<file path="src/rtl/spi_slave_regfile.sv">
// spi_slave_regfile: clk-oversampled SPI slave; command word (rd/wr + start addr) then auto-incrementing register file data words
module spi_slave_regfile #(
  parameter int DATA_W      = 8,
  parameter int ADDR_W      = 4,
  parameter bit CPOL        = 1'b0,
  parameter bit CPHA        = 1'b0,
  parameter int SYNC_STAGES = 2
) (
  input  logic                             clk,
  input  logic                             rst,
  input  logic                             spi_sclk,
  input  logic                             spi_cs_n,
  input  logic                             spi_mosi,
  output logic                             spi_miso,
  output logic                             spi_miso_oe,
  output logic [(2**ADDR_W)*DATA_W-1:0]    regs_q,
  output logic                             wr_stb,
  output logic [ADDR_W-1:0]                wr_addr,
  output logic                             busy
);
  localparam int NUM_REGS = 2**ADDR_W;
  localparam int CW = $clog2(DATA_W);
  typedef enum logic [1:0] {IDLE, CMD, DATA} state_t;
  state_t state_q, state_d;
  logic [SYNC_STAGES-1:0] sclk_sync_q, sclk_sync_d, cs_sync_q, cs_sync_d, mosi_sync_q, mosi_sync_d;
  logic sclk_prev_q, sclk_prev_d, cs_prev_q, cs_prev_d, armed_q, armed_d, rd_q, rd_d;
  logic miso_q, miso_d, oe_q, oe_d, wr_stb_q, wr_stb_d;
  logic [ADDR_W-1:0] ptr_q, ptr_d, wr_addr_q, wr_addr_d, ptr_inc, cmd_ptr;
  logic [CW-1:0] cnt_q, cnt_d;
  logic [DATA_W-2:0] rx_q, rx_d;
  logic [DATA_W-1:0] tx_q, tx_d, word, cmd_reg, next_reg;
  logic [NUM_REGS*DATA_W-1:0] regs_d;
  logic sclk_s, cs_s, mosi_s, rise, fall, sample_e, shift_e, cs_fall, cs_rise, done;
  assign sclk_s = sclk_sync_q[SYNC_STAGES-1];
  assign cs_s = cs_sync_q[SYNC_STAGES-1];
  assign mosi_s = mosi_sync_q[SYNC_STAGES-1];
  assign rise = sclk_s & ~sclk_prev_q;
  assign fall = ~sclk_s & sclk_prev_q;
  assign sample_e = (CPOL == CPHA) ? rise : fall;
  assign shift_e = (CPOL == CPHA) ? fall : rise;
  assign cs_fall = armed_q & cs_prev_q & ~cs_s;
  assign cs_rise = cs_s & ~cs_prev_q;
  assign word = {rx_q, mosi_s};
  assign done = sample_e && cnt_q == CW'(DATA_W-1);
  assign cmd_ptr = word[ADDR_W-1:0];
  assign ptr_inc = ptr_q + 1'b1;
  assign cmd_reg = regs_q[cmd_ptr*DATA_W +: DATA_W];
  assign next_reg = regs_q[ptr_inc*DATA_W +: DATA_W];
  assign spi_miso = miso_q;
  assign spi_miso_oe = oe_q;
  assign wr_stb = wr_stb_q;
  assign wr_addr = wr_addr_q;
  assign busy = state_q != IDLE;
  always_comb begin
    sclk_sync_d = {sclk_sync_q[SYNC_STAGES-2:0], spi_sclk};
    cs_sync_d = {cs_sync_q[SYNC_STAGES-2:0], spi_cs_n};
    mosi_sync_d = {mosi_sync_q[SYNC_STAGES-2:0], spi_mosi};
    sclk_prev_d = sclk_s;
    cs_prev_d = cs_s;
    armed_d = armed_q | cs_s;
    oe_d = armed_q & ~cs_s;
    state_d = state_q;
    cnt_d = cnt_q;
    rx_d = rx_q;
    tx_d = tx_q;
    ptr_d = ptr_q;
    rd_d = rd_q;
    miso_d = miso_q;
    regs_d = regs_q;
    wr_stb_d = 1'b0;
    wr_addr_d = wr_addr_q;
    if (state_q == IDLE) begin
      miso_d = 1'b0;
      if (cs_fall) begin
        state_d = CMD;
        cnt_d = '0;
      end
    end else begin
      if (sample_e) begin
        rx_d = word[DATA_W-2:0];
        cnt_d = done ? '0 : cnt_q + 1'b1;
      end
      if (state_q == CMD && done) begin
        state_d = DATA;
        rd_d = word[DATA_W-1];
        ptr_d = cmd_ptr;
        tx_d = cmd_reg;
        miso_d = (!CPHA && word[DATA_W-1]) ? cmd_reg[DATA_W-1] : 1'b0;
      end
      if (state_q == DATA && rd_q && shift_e && (CPHA || cnt_q != '0)) begin
        tx_d = tx_q << 1;
        miso_d = CPHA ? tx_q[DATA_W-1] : tx_q[DATA_W-2];
      end
      if (state_q == DATA && done) begin
        ptr_d = ptr_inc;
        if (rd_q) begin
          tx_d = next_reg;
          miso_d = CPHA ? miso_q : next_reg[DATA_W-1];
        end else begin
          regs_d[ptr_q*DATA_W +: DATA_W] = word;
          wr_stb_d = 1'b1;
          wr_addr_d = ptr_q;
        end
      end
      if (cs_rise) begin
        state_d = IDLE;
        cnt_d = '0;
        miso_d = 1'b0;
      end
    end
  end
  always_ff @(posedge clk or posedge rst) begin
    if (rst) begin
      state_q <= IDLE;
      sclk_sync_q <= '0;
      cs_sync_q <= '0;
      mosi_sync_q <= '0;
      sclk_prev_q <= 1'b0;
      cs_prev_q <= 1'b0;
      armed_q <= 1'b0;
      oe_q <= 1'b0;
      cnt_q <= '0;
      rx_q <= '0;
      tx_q <= '0;
      ptr_q <= '0;
      rd_q <= 1'b0;
      miso_q <= 1'b0;
      regs_q <= '0;
      wr_stb_q <= 1'b0;
      wr_addr_q <= '0;
    end else begin
      state_q <= state_d;
      sclk_sync_q <= sclk_sync_d;
      cs_sync_q <= cs_sync_d;
      mosi_sync_q <= mosi_sync_d;
      sclk_prev_q <= sclk_prev_d;
      cs_prev_q <= cs_prev_d;
      armed_q <= armed_d;
      oe_q <= oe_d;
      cnt_q <= cnt_d;
      rx_q <= rx_d;
      tx_q <= tx_d;
      ptr_q <= ptr_d;
      rd_q <= rd_d;
      miso_q <= miso_d;
      regs_q <= regs_d;
      wr_stb_q <= wr_stb_d;
      wr_addr_q <= wr_addr_d;
    end
  end
endmodule

</file>
<file path="config.mk">
export PLATFORM = sky130hd
export DESIGN_NAME = spi_slave_regfile
export DESIGN_NICKNAME = d
export VERILOG_FILES = /design/src/rtl/spi_slave_regfile.sv
export SDC_FILE = /design/constraint.sdc
export NUM_CORES = 1
export LEC_CHECK = 0
export BUFFER_PORTS_ARGS = -buffer_cell sky130_fd_sc_hd__buf_2
export CAP_MARGIN = 20
export CORE_MARGIN = 3
export CORE_UTILIZATION = 50
export CTS_CLUSTER_DIAMETER = 120
export CTS_CLUSTER_SIZE = 20
export DETAILED_ROUTE_END_ITERATION = 10
export PLACE_DENSITY = 0.7
export SYNTH_ARGS = -nofsm -noshare
export SYNTH_HDL_FRONTEND = slang
export SYNTH_SLANG_ARGS = --single-unit
</file>
<file path="constraint.sdc">
create_clock -name clk -period 14.8 [get_ports clk]
set_clock_uncertainty 0.15 [all_clocks]
set_input_delay 1.48 -clock clk [delete_from_list [all_inputs] [get_ports clk]]
set_output_delay 1.48 -clock clk [all_outputs]
set_load 0.05 [all_outputs]
</file>
## After elaboration in Yosys (flattened, before gate mapping)

Index checks and enable logic that the tools add are counted.

- Reduce and logical (&&, ||, !) cells: 18
- Equality and inequality tests: 4
- Mux-type cells: 26
- $add $sub $neg: 3
- Shift operators: 4
- Bitwise operators: 13

Operators with widths:

| kind | count |
|---|---|
| $shiftx A128 B8 Y8 | 2 |
| $bwmux W128 | 1 |
| $shift A8 B34 Y128 const A | 1 |
| $shiftx A8 B34 Y128 | 1 |
| $neg A7 Y34 | 1 |
| $mux W8 | 4 |
| $mux W3 | 5 |
| $mux W1 | 10 |
| $reduce_and A2 Y1 | 5 |
| $reduce_bool A3 Y1 | 3 |
| $mux W2 | 4 |
| $mux W4 | 2 |
| $and A1 B1 Y1 | 6 |
| $logic_and A1 B1 Y1 | 6 |
| $not A1 Y1 | 6 |
| $add A4 B1 Y4 const B | 1 |
| $reduce_bool A2 Y1 | 2 |
| $add A3 B1 Y3 const B | 1 |
| $eq A3 B3 Y1 const B | 1 |
| $reduce_and A3 Y1 | 1 |
| $eq A2 B1 Y1 const B | 1 |
| $eq A2 B2 Y1 const B | 1 |
| $logic_not A2 Y1 | 1 |
| $ne A2 B2 Y1 const B | 1 |
| $or A1 B1 Y1 | 1 |

- Register bits: 169
- Word-level logic and storage cells: 85

## Longest topological paths before layout

Gate-level depths: netlist of run 1.

- Depth after elaboration: 10
- Mapped depth: 11

## Worst setup path after synthesis of run 1

No wires, ideal clock.

- Path type: register to output
- Start: reg state_q[0]
- End: out busy
- Required time: 13170 ps
- Data arrival time: 1112 ps
- Stages on the path, launching flop included: 4
- Path slack: 12058 ps
- Cells stage by stage: dfrtp_1 -> clkbuf_1 -> nor2_1 -> inv_1

- Word-level cells in the longest chain between the ends: 1

Ends and longest elaborated chain:

| what | RTL line | text |
|---|---|---|
| start, declared | 24 | `state_t state_q, state_d;` |
| start signal, assigned | 132 | `state_q <= state_d;` |
| $reduce_bool A2 Y1 | 53 | `assign busy = state_q != IDLE;` |
| end, declared | 19 | `output logic busy` |

No other way between the ends.

## Final worst setup path of run 1

- Start: reg ptr_q[1]
- End: reg regs_q[90]

- Word-level cells in the longest chain between the ends: 3
- Elaborated cells between the ends (all ways): 4
- Those cells by class: 1 x add/sub; 2 x shift; 1 x mux

Ends and longest elaborated chain:

| what | RTL line | text |
|---|---|---|
| start, declared | 28 | `logic [ADDR_W-1:0] ptr_q, ptr_d, wr_addr_q, wr_addr_d, ptr_inc, cmd_ptr;` |
| start signal, assigned | 143 | `ptr_q <= ptr_d;` |
| $neg A7 Y34 * | 100 | `regs_d[ptr_q*DATA_W +: DATA_W] = word;` |
| $shiftx A8 B34 Y128 / $shift A8 B34 Y128 (equally long branches) | 100 |  |
| $bwmux W128 * | 100 |  |
| end signal, assigned | 146 | `regs_q <= regs_d;` |
| end, declared | 16 | `output logic [(2**ADDR_W)*DATA_W-1:0] regs_q,` |

Every way passes the cells marked *; elsewhere a longest branch is shown, timed or not.
A chain may end at the register's enable or synchronous reset.

==> flow_metrics.tcl, run 1 <==
set metrics [dict create \
    status "complete, no violations" \
    syn_area_um2 9160 \
    slew_headroom 0.305 \
    irDropWorstVdd_mv 0.0843 \
    ctsHtreeMaxLevel 4 \
    grt_pass1_vias 6923 \
    cts_resized 0 \
    seq_area_frac_synth 0.459 \
    power_leakage_uw 0.00520 \
    synth_nets 757 \
    clk_pin_slew_ns 0.07 \
    post-route-min-period_ns 3.55 \
    vias_per_cell 6.48 \
    cts_buffers 17 \
    nNetsFinal 881 \
    r2r-start "ptr_q[1]" \
    drive_gt1_frac 0.384 \
    synth_top_area_frac 0.459 \
    synth_area_leaders "dfrtp_1 46%, mux4_2 11%, mux2_2 11%" \
    yosys_warnings 0 \
    start_util 0.520 \
    drt_pass1_iterations 5 \
    startpoint "ptr_q[1]" \
    min-delay-path-class "register to register" \
    postSynth.asyncResetShare 1.00 \
    diodes 0 \
    p_total_uw 1050 \
    fin_cells 1108 \
    synth_ff_type "dfrtp_1" \
    route.detailed.drc 0 \
    tightest_slew_ns 1.04 \
    path_class "register to register" \
    hpwl_mm 18.2 \
    io_buffer_count 140 \
    drv_cap 0 \
    drt_iter0_markers 831 \
    end_kind "register" \
    slew_violations 0 \
    insertion_delay_ns 0.44 \
    fmax_ghz 0.282 \
    critical_path_required_ns 14.96 \
    synth.most_common_cell "dfrtp_1" \
    place_inst 1076 \
    die-height_um 141 \
    crit_path_max_fanout 67 \
    antenna_found_initial 0 \
    worstPathArrival_ns 3.71 \
    cp-start-kind "register" \
    setup_viol 0 \
    core_um2 17600 \
    synth_common_cells "168 x dfrtp_1, 112 x nand2_1, 86 x mux2_2, 58 x o21ai_0, 46 x mux4_2" \
    ioPinCount 141 \
    routabilityCongestion 0.839 \
    synth_area_leader_cell "dfrtp_1" \
    finalHoldViolCount 0 \
    avgSynthCellArea_um2 12.3 \
    cts_root_buffer "clkbuf_16" \
    std_cell_rows 48 \
    grt_setup_unrepaired "no" \
    grt_pass1_wl_mm 42.4 \
    fin_crit_sh 0.240 \
    dp_slack_ns 11.33 \
    hold_buffers 0 \
    postRouteAntennaNets 0 \
    grt_overflow_total 0 \
    clk_path_buf_depth 2 \
    die_area_um2 20000 \
    final.setup.worst_slack_ns 11.25 \
    synth-seq-cells 168 \
    grt_usage 0.282 \
    vias 7175 \
    final_util 0.601 \
    hp-start "mosi_sync_q[0]" \
    die_x_um 141 \
    routed_wl_mm 27.5 \
    power_density_nw_per_um2 99.4 \
    cts.sinks 168 \
    wl_per_cell_um 24.8 \
    cts_setup_buffers 0 \
    cts_tree "built" \
    final.setup.tns_ns 0 \
    yosys.cell_types.count 56 \
    synth_edf_count 0 \
    syn_inst 746 \
    grt_max_degree 112 \
    syn_to_final_growth_pct 15.5 \
]
## path summary, 6_finish.rpt
check                      cells after the start             end  slack (ns)
min in group asynchronous                      2       regs_q[7]        1.06
setup reg to reg                               6      regs_q[90]       11.25
hold / removal                                 0  mosi_sync_q[1]        0.20
setup / recovery                               6      regs_q[90]       11.25
hold reg to reg                                0  mosi_sync_q[1]        0.20
max in group asynchronous                      3      regs_q[61]       12.13
## power by group
part	leakage, uW	internal, uW	total [uW]	switching [uW]
logic	0.00261	38.1	104	66.2
registers	0.00231	470	502	32.3
clock network	0.000279	250	445	195
## cell usage in the layout, fill, tap and decap left out, types with 14 or more instances in the layout
cell type,Yosys,routed
nor2_1,16,16
and3_1,19,19
buf_2,15,140
nand3_1,16,16
mux4_2,46,46
o21ai_0,58,58
clkbuf_16,0,17
mux2i_1,31,31
nand2_1,112,112
buf_4,1,14
dfrtp_1,168,167
mux2_2,86,86
mux4_1,18,18
## per-stage QoR
step | hold slack (ns) | instance area, um^2
2_1_floorplan | 0.181 | 9160
4_1_cts | 0.202 | 10600
3_5_place_dp | 0.186 | 10000
6_report | 0.199 | 10600
5_1_grt | 0.221 | 10600
3_3_place_gp | 0.185 | 10000
## metal layers
metal | GRT usage | vias to the layer above | wire length (um)
li1 | - | 3033 | -
met1 | 0.413 | 3698 | 11700
met2 | 0.425 | 395 | 12900
met3 | 0.0583 | 49 | 2320
met4 | 0.0933 | 0 | 636
met5 | 0 | - | 0
## cells by family (layout without fill, tap and decap cells)
logic type	Yosys count	in the layout	share of synthesized area
compound gates	104	104	0.0672
simple gates	220	220	0.121
flops	168	168	0.459
fa+ha+maj	6	6	0.00820
buf+inv	64	201	0.0339
xor+xnor	3	3	0.00574
mux	181	181	0.304
## state kept, by name, summed over array words and instances, names as in the netlist
register	count
regs_q	128
sclk_prev_q	1
wr_addr	4
armed_q	1
cs_sync_q	2
spi_miso_oe	1
cs_prev_q	1
sclk_sync_q	2
spi_miso	1
ptr_q	4
rx_q	7
wr_stb	1
cnt_q	3
state_q	2
rd_q	1
mosi_sync_q	2
tx_q	7
## layout make-up
cell class | instances | area [um^2]
fillers | 1386 | 7020
flip-flops and latches | 168 | 4210
repair buffers | 154 | 806
inverters | 15 | 61.3
well taps | 225 | 282
multi-input cells | 514 | 4640
clock buffers | 18 | 429
clock inverters | 14 | 149
## worst max-delay path, stage by stage (launching register included)
cell and delay, ns:
dfrtp_1 0.49, inv_1 0.10, ha_2 0.30, buf_4 0.38, nor2_1 0.77, nand3_1 0.71
mux2_2 0.50
Note: power is estimated with default switching activity, not from simulation.
==> inputs of run 2 (changes only) <==
Settings changed: PLACE_DENSITY 0.7 to 0.72.
Clock period 14.8 ns to 2.98 ns, I/O delays scaled along.
==> flow_metrics.tcl, run 2 (synthesis results as in run 1) <==
set metrics [dict create \
    critical_path_required_ns 3.15 \
    grt_setup_unrepaired "no" \
    cts_tree "built" \
    final.setup.tns_ns 0 \
    cts_resized 0 \
    die_area_um2 20000 \
    ctsHtreeMaxLevel 4 \
    setup_viol 0 \
    nNetsFinal 925 \
    finalHoldViolCount 0 \
    routed.top_layer "met4" \
    core_um2 17600 \
    wl_met2_mm 13.9 \
    insertion_delay_ns 0.43 \
    cp-start-kind "register" \
    final_util 0.628 \
    end_kind "register" \
    reg2reg_setup_slack_ns 0.22 \
    drt_iter0_markers 728 \
    p_comb_frac 0.106 \
    hold_buffers 4 \
    die-height_um 141 \
    drt_pass1_iterations 5 \
    std_cell_rows 48 \
    drv_cap 0 \
    p_clk_frac 0.444 \
    route.detailed.drc 0 \
    min-delay-path-class "register to register" \
    clk_pin_slew_ns 0.06 \
    grt_pass1_wl_mm 45.0 \
    top_regs "regs_q: 128 flops, rx_q: 7 flops, tx_q: 7 flops" \
    die_x_um 141 \
    vias_per_cell 6.41 \
    cts.sinks 168 \
    r2r-start "cnt_q[0]" \
    start_util 0.520 \
    fmax_ghz 0.362 \
    slew_headroom 0.489 \
    layout_commonest_cell "dfrtp_1" \
    layout_common_cells "167 x dfrtp_1, 140 x buf_2, 112 x nand2_1" \
    grt_pass1_vias 7392 \
    wl_met1_mm 11.9 \
    post-route-min-period_ns 2.76 \
    holdPathStages 0 \
    hp-start "mosi_sync_q[0]" \
    regMostFlops "regs_q" \
    io_buffer_count 140 \
    r2r-end "regs_q[46]" \
    r2r_cells 8 \
    cts_root_buffer "clkbuf_16" \
    cts_setup_buffers 0 \
    n_fill_cell 1357 \
    antenna_found_initial 0 \
    irDropWorstVdd_mv 0.427 \
    grt_max_degree 91 \
    routabilityCongestion 0.955 \
    power_leakage_uw 0.00546 \
    vias 7382 \
    largest_reg_flops 128 \
    p_int_uw 4080 \
    grt_overflow_total 0 \
    wl_per_cell_um 25.5 \
    diodes 0 \
    crit_path_max_fanout 9 \
    postRouteAntennaNets 0 \
    power_density_nw_per_um2 498 \
    path_class "register to register" \
    seqPwrFrac 0.450 \
    p_sw_frac 0.258 \
    drive_gt1_frac 0.410 \
    clk_path_buf_depth 2 \
    syn_to_final_growth_pct 20.6 \
    status "complete, no violations" \
    slew_violations 0 \
    hpwl_mm 20.4 \
    ioPinCount 141 \
    tightest_slew_ns 0.763 \
    met3_length_mm 2.54 \
    worstPathArrival_ns 2.93 \
    min_to "mosi_sync_q[1]" \
    power_switching_uw 1420 \
    grt_usage 0.300 \
    routed_wl_mm 29.4 \
    fin_crit_sh 0.928 \
    cts_buffers 17 \
]
[run 2: power groups by stage]
| stage | sequential, uW | clock (uW) | combinational (uW) |
|---|---|---|---|
| after global routing | 2480 | 2550 | 625 |
| after floorplan | 2410 | 0 | 458 |
| after detailed placement | 2510 | 0 | 579 |
| after CTS | 2470 | 2450 | 584 |
| after global placement | 2510 | 0 | 569 |
| final | 2480 | 2440 | 585 |
[run 2: metal layers]
metal  GRT usage  vias up
met5           0        -
met4       0.108        0
met3      0.0627       70
met2       0.470      394
met1       0.419     3797
li1            -     3121
[run 2: stage by stage]
stage	hold WS, ns	power (uW)	std cells	setup slack, ns	cell area, um^2
final	0.202	5500	1152	0.216	11000
after detailed placement	0.191	3090	1116	0.279	10300
after floorplan	0.179	2870	746	0.336	9160
after global placement	0.184	3080	1116	0.314	10300
after global routing	0.206	5660	1152	0.133	11000
after CTS	0.205	5510	1152	0.240	11000
[run 2: final cells by class]
type | count | area, um^2 | area share
Clock inverter | 10 | 163 | 0.0147
Timing Repair Buffer | 198 | 1200 | 0.108
Sequential cell | 168 | 4210 | 0.381
Inverter | 15 | 60.1 | 0.00544
Tap cell | 225 | 282 | 0.0255
Clock buffer | 22 | 494 | 0.0447
Multi-Input combinational cell | 514 | 4640 | 0.421
[run 2: critical path, cell delays in order, from the launching register on]
cell     delay, ns
dfrtp_1       0.39
ha_1          0.16
ha_1          0.20
and3b_1       0.36
and3_1        0.31
nand2_1       0.15
nor2_2        0.37
buf_4         0.23
mux2_2        0.34
[run 2: how the worst max path moves through the flow]
stage / depth (start not counted) / startpoint / slack, ns / to
6_report: 8 / cnt_q[0] / 0.22 / regs_q[46]
5_1_grt: 8 / cnt_q[1] / 0.13 / regs_q[46]
4_1_cts: 8 / cnt_q[0] / 0.24 / regs_q[46]
3_5_place_dp: 8 / cnt_q[0] / 0.28 / regs_q[46]
3_3_place_gp: 8 / cnt_q[0] / 0.31 / regs_q[45]
2_1_floorplan: 9 / ptr_q[0] / 0.34 / regs_q[24]
